--- config.mk ---
export PLATFORM = sky130hd
export DESIGN_NAME = tpg_lfsr
export DESIGN_NICKNAME = d
export VERILOG_FILES = /design/src/rtl/lbist_pkg.sv /design/src/rtl/tpg_lfsr.sv
export SDC_FILE = /design/constraint.sdc
export NUM_CORES = 1
export LEC_CHECK = 0
export ABC_AREA = 1
export BUFFER_PORTS_ARGS = -buffer_cell sky130_fd_sc_hd__clkbuf_2
export CAP_MARGIN = 20
export CELL_PAD_IN_SITES_DETAIL_PLACEMENT = 1
export CELL_PAD_IN_SITES_GLOBAL_PLACEMENT = 1
export CORE_ASPECT_RATIO = 1.2
export CORE_MARGIN = 2
export CORE_UTILIZATION = 46
export CTS_CLUSTER_DIAMETER = 60
export DETAILED_ROUTE_END_ITERATION = 12
export PLACE_DENSITY = 0.87
export SYNTH_ARGS = -nofsm -noshare
export SYNTH_HDL_FRONTEND = slang
export SYNTH_SLANG_ARGS = --single-unit
--- constraint.sdc ---
create_clock -name clk -period 2.6 [get_ports clk]
set_clock_uncertainty 0.15 [all_clocks]
set_input_delay 0.52 -clock clk [delete_from_list [all_inputs] [get_ports clk]]
set_output_delay 0.52 -clock clk [all_outputs]
set_load 0.05 [all_outputs]
--- src/rtl/lbist_pkg.sv ---
// Shared LBIST definitions: TPG state encoding, default feedback polynomials
// and the LFSR step function used by both the pattern generator and the MISR.
package lbist_pkg;

  localparam int LFSR_MAX_W = 64;

  typedef logic [LFSR_MAX_W-1:0] lfsr_word_t;

  typedef enum logic [1:0] {
    IDLE = 2'd0,
    RUN  = 2'd1,
    DONE = 2'd2
  } tpg_state_t;

  localparam logic [3:0]  POLY_W4  = 4'hC;
  localparam logic [7:0]  POLY_W8  = 8'hB8;
  localparam logic [15:0] POLY_W16 = 16'hB400;

  function automatic logic parity(input lfsr_word_t value);
    return ^value;
  endfunction

  // Callers zero-extend narrower registers and keep only their own low bits.
  function automatic lfsr_word_t lfsr_next(input lfsr_word_t value, input lfsr_word_t poly);
    return (value << 1) | lfsr_word_t'(parity(value & poly));
  endfunction

endpackage

--- src/rtl/tpg_lfsr.sv ---
// LBIST test pattern generator: emits NUM_PATTERNS Fibonacci-LFSR patterns,
// one per enabled cycle, and pulses tpg_end alongside the final one.
module tpg_lfsr
  import lbist_pkg::*;
#(
  parameter int               WIDTH        = 8,
  parameter logic [WIDTH-1:0] POLY         = WIDTH'(POLY_W8),
  parameter logic [WIDTH-1:0] SEED         = WIDTH'(8'h01),
  parameter int               NUM_PATTERNS = 255,
  parameter int               CNT_W        = $clog2(NUM_PATTERNS + 1)
) (
  input  logic             clk,
  input  logic             rst,
  input  logic             tpg_reset,
  input  logic             enable,
  output logic [WIDTH-1:0] pattern,
  output logic             pattern_valid,
  output logic [CNT_W-1:0] pattern_idx,
  output logic             tpg_end
);

  // An all-zero seed would lock the LFSR, so it is replaced by 1.
  localparam logic [WIDTH-1:0] SEED_EFF = (SEED == '0) ? WIDTH'(1) : SEED;
  localparam logic [CNT_W-1:0] LAST_IDX = CNT_W'(NUM_PATTERNS - 1);

  tpg_state_t       state_r;
  tpg_state_t       state_s;
  logic [WIDTH-1:0] lfsr_r;
  logic [WIDTH-1:0] lfsr_s;
  logic [CNT_W-1:0] count_r;
  logic [CNT_W-1:0] count_s;
  logic [WIDTH-1:0] pattern_s;
  logic [CNT_W-1:0] idx_s;
  logic             valid_s;
  logic             end_s;

  // Next-state and next-output decode; restart outranks everything else.
  always_comb begin
    state_s   = state_r;
    lfsr_s    = lfsr_r;
    count_s   = count_r;
    pattern_s = pattern;
    idx_s     = pattern_idx;
    valid_s   = 1'b0;
    end_s     = 1'b0;
    if (tpg_reset) begin
      state_s   = IDLE;
      lfsr_s    = SEED_EFF;
      count_s   = '0;
      pattern_s = '0;
      idx_s     = '0;
    end else begin
      case (state_r)
        IDLE, RUN: begin
          if (enable) begin
            pattern_s = lfsr_r;
            idx_s     = count_r;
            valid_s   = 1'b1;
            lfsr_s    = WIDTH'(lfsr_next(lfsr_word_t'(lfsr_r), lfsr_word_t'(POLY)));
            // The counter parks on the last index instead of wrapping.
            if (count_r == LAST_IDX) begin
              state_s = DONE;
              end_s   = 1'b1;
            end else begin
              state_s = RUN;
              count_s = count_r + CNT_W'(1);
            end
          end else begin
            valid_s = 1'b0;
          end
        end
        DONE: begin
          state_s = DONE;
        end
        default: begin
          state_s = IDLE;
          lfsr_s  = SEED_EFF;
          count_s = '0;
        end
      endcase
    end
  end

  // State, LFSR, counter and all outputs are registered together.
  always_ff @(posedge clk or negedge rst) begin
    if (!rst) begin
      state_r       <= IDLE;
      lfsr_r        <= SEED_EFF;
      count_r       <= '0;
      pattern       <= '0;
      pattern_idx   <= '0;
      pattern_valid <= 1'b0;
      tpg_end       <= 1'b0;
    end else begin
      state_r       <= state_s;
      lfsr_r        <= lfsr_s;
      count_r       <= count_s;
      pattern       <= pattern_s;
      pattern_idx   <= idx_s;
      pattern_valid <= valid_s;
      tpg_end       <= end_s;
    end
  end

endmodule
==> results.toml <==
[setup_path]
crit-reg2reg-launch = "state_r[1]$_DFFE_PN0P_"
crit_path_end_kind = "flop"
crit_path_cell_trace = "inv_2, nand2_4, nor2_8, inv_4, nor2_2, inv_1, o21ai_2"
rrSetupSlack_ns = 0.87
setup.worst_path.start = "state_r[1]$_DFFE_PN0P_"
cp.arrival_ns = 1.81
critical-path-top-delay-family = "simple AND/OR/NAND/NOR gates"
worstReg2RegEnd = "count_r[0]$_DFFE_PN0P_"
critical_path_cell_count = 7
crit_fanout = 22
setup.worst_path.end = "count_r[0]$_DFFE_PN0P_"
worst_path_cell_with_the_longest_stage_delay = "dfrtp_1"
worstPathBufferInverterCount = 3
worst-setup-path-type = "flop to flop"
crit_required_ns = 2.67
timing.critical_path.slowest_cell_delay_ns = 0.42
start_kind = "flop"
worst_r2r_path_depth = 7

[floorplan]
core_area_sq_um = 3400
core.rowCount = 23
floorplan.io_pins = 22
die_area_sq_um = 4070
starting_density = 0.485
die-height_um = 69.5
fp.dieW_um = 58.6

[yosys]
ys.warnings.count = 0
netlist-cell-type-count = 26
ys_ff_latch = 36
synth_top_area_frac = 0.532
netlist.top_cell.by_area = "dfrtp_1"
yosysSeqAreaShare = 0.548
synthTopCellsByArea = "dfrtp_1, nand2_1, nand3_1"
post_synth_inst_count = 175
synth.net_count = 181
postSynthAreaPerCell_sq_um = 9.40
syn-cell-area_sq_um = 1650

[global_route]
globalRouteOverflowTotal = 0
antenna_violations_before_repair = 0
number_of_global_route_vias_before_repair = 1360
first_pass_grt_wire_length_um = 6710
grt_start_max_net_pins = 37
grt_use_total = 0.221

[place]
finalWeightedCongestion = 0.956
port_buffers = 21
dp_hpwl_um = 2710

[sta]
relSlewSlack = 0.397
post-route-period-util = 0.666
slew_viol_final = 0
finalHoldViolCount = 0
max_slew.worst_pin.slew_ns = 0.905
timing.hold.ws_ns = 0.192
rsz_0062_raised_after_global_routing = "false"
fin_setup_tns_ns = 0
period_minus_slack_ns = 1.73
report.final.setup_viol = 0
clock.fmax_ghz = 0.577

[cts]
postCtsResizedCells = 0
htree_num_levels = 2
cts_made_buffers = 5
cts_buffer_depth = 2
clkTransAtPathRegs_ns = 0.07
root_cell_of_the_clock_tree = "clkbuf_8"
clock_insertion_delay_at_the_later_pin_of_the_skew_report_ns = 0.29
cts_hold_buffers = 0
tritoncts_num_sinks = 36
tritoncts = "built"
post_cts_buffers = 0

[flow_run]
cap_violations = 0

[detailed_routing]
detail_route.vias_per_cell = 5.49
drt_first_pass_iters = 8
routed-via-count = 1295
drt_first_iter_violations = 58
ant_nets = 0
drt-wirelength-per-cell_um = 17.0
drc = 2
drt_wl_total_um = 4000

[final_layout]
drive_above_1_share = 0.241
multi_input_area_sq_um = 626
number_of_nets_in_the_layout = 205
sequential_cell_area_sq_um = 902
antenna_cells_inserted = 0
area_growth_syn_to_layout_pct = 12.3
fillCellCount = 412

[power]
power.ir.vdd_worst_uv = 336
p_per_area_nw_per_um2 = 569
static-leakage-power_nw = 0.917

[run_status]
status = "complete, but fails checks"
failed_checks = "design-rule violations"

[min_path]
hold_class = "input pin to async pin"
layout make-up:
class | count | area share
repair buffers | 21 | 0.0569
multi-input cells | 112 | 0.339
clock inverters | 1 | 0.00271
flip-flops and latches | 36 | 0.488
inverters | 23 | 0.0494
well taps | 37 | 0.0251
clock buffers | 6 | 0.0393
how the worst min path moves through the flow:
stage	start	endpoint	slack (ns)	cells after the start
floorplan	rst	count_r[0]$_DFFE_PN0P_	0.07	0
global placement	count_r[7]$_DFFE_PN0P_	count_r[7]$_DFFE_PN0P_	0.32	2
detailed placement	count_r[7]$_DFFE_PN0P_	count_r[7]$_DFFE_PN0P_	0.32	2
CTS	rst	pattern[3]$_DFFE_PN0P_	0.21	1
global route	rst	pattern[3]$_DFFE_PN0P_	0.26	1
finish	rst	lfsr_r[2]$_DFFE_PN0P_	0.19	1
placed cells by master, fill, tap and decap left out, types with 4 or more instances in the layout:
| master | count |
|---|---|
| clkbuf_2 | 21 |
| clkbuf_8 | 5 |
| dfrtp_1 | 35 |
| inv_1 | 19 |
| nand2_1 | 33 |
| nand3_1 | 21 |
| nand4_1 | 4 |
| nor2_1 | 7 |
| o21ai_0 | 16 |
| o21ai_2 | 5 |
| o22ai_1 | 7 |
stage by stage:
step | area [sq um] | instances | power [mW] | setup slack, ns | utilization
2_1_floorplan | 1650 | 175 | 0.655 | 1.16 | -
3_3_place_gp | 1770 | 229 | 0.684 | 0.830 | 0.521
3_5_place_dp | 1770 | 229 | 0.687 | 0.807 | 0.521
4_1_cts | 1850 | 236 | 1.06 | 0.869 | 0.544
5_1_grt | 1850 | 236 | 1.10 | 0.767 | 0.544
6_report | 1850 | 236 | 1.05 | 0.867 | 0.544
synthesized netlist by cell type:
cell / number
dfrtp_1: 35
nand2_1: 33
nand3_1: 21
inv_1: 19
o21ai_0: 16
nor2_1: 7
o22ai_1: 7
o21ai_2: 5
nand4_1: 4
buf_2: 3
nand2_2: 3
nand2_4: 3
a21oi_1: 2
ha_1: 2
inv_2: 2
inv_4: 2
nor2_2: 2
a21oi_4: 1
buf_6: 1
dfstp_2: 1
nor2_4: 1
nor2_8: 1
nor3_1: 1
o21bai_1: 1
xnor2_1: 1
xor2_1: 1
kinds of logic after synthesis:
family	count (synthesis)	synth area share
xor+xnor	2	0.0106
compound gates	32	0.122
simple gates	76	0.232
fa+ha+maj	2	0.0152
buf+inv	27	0.0715
flops	36	0.548
sequential cells by signal, indices dropped and copies added (netlist names):
register / cells
count_r: 8
pattern_valid: 1
pattern: 8
tpg_end: 1
pattern_idx: 8
state_r: 2
lfsr_r: 8
layer usage:
metal  wire length [um]  track usage
met4                 87       0.0909
met5                  0            0
met2               2100        0.366
met3                108       0.0560
met1               1710        0.269
where the power goes:
part	switching, mW	total, mW	leakage [nW]	internal (mW)
logic	0.0732	0.0931	0.384	0.0199
registers	0.0107	0.584	0.493	0.573
clock network	0.193	0.375	0.0410	0.182
total	0.277	1.05	0.917	0.775
No activity file was read; power rests on OpenSTA's default activity.
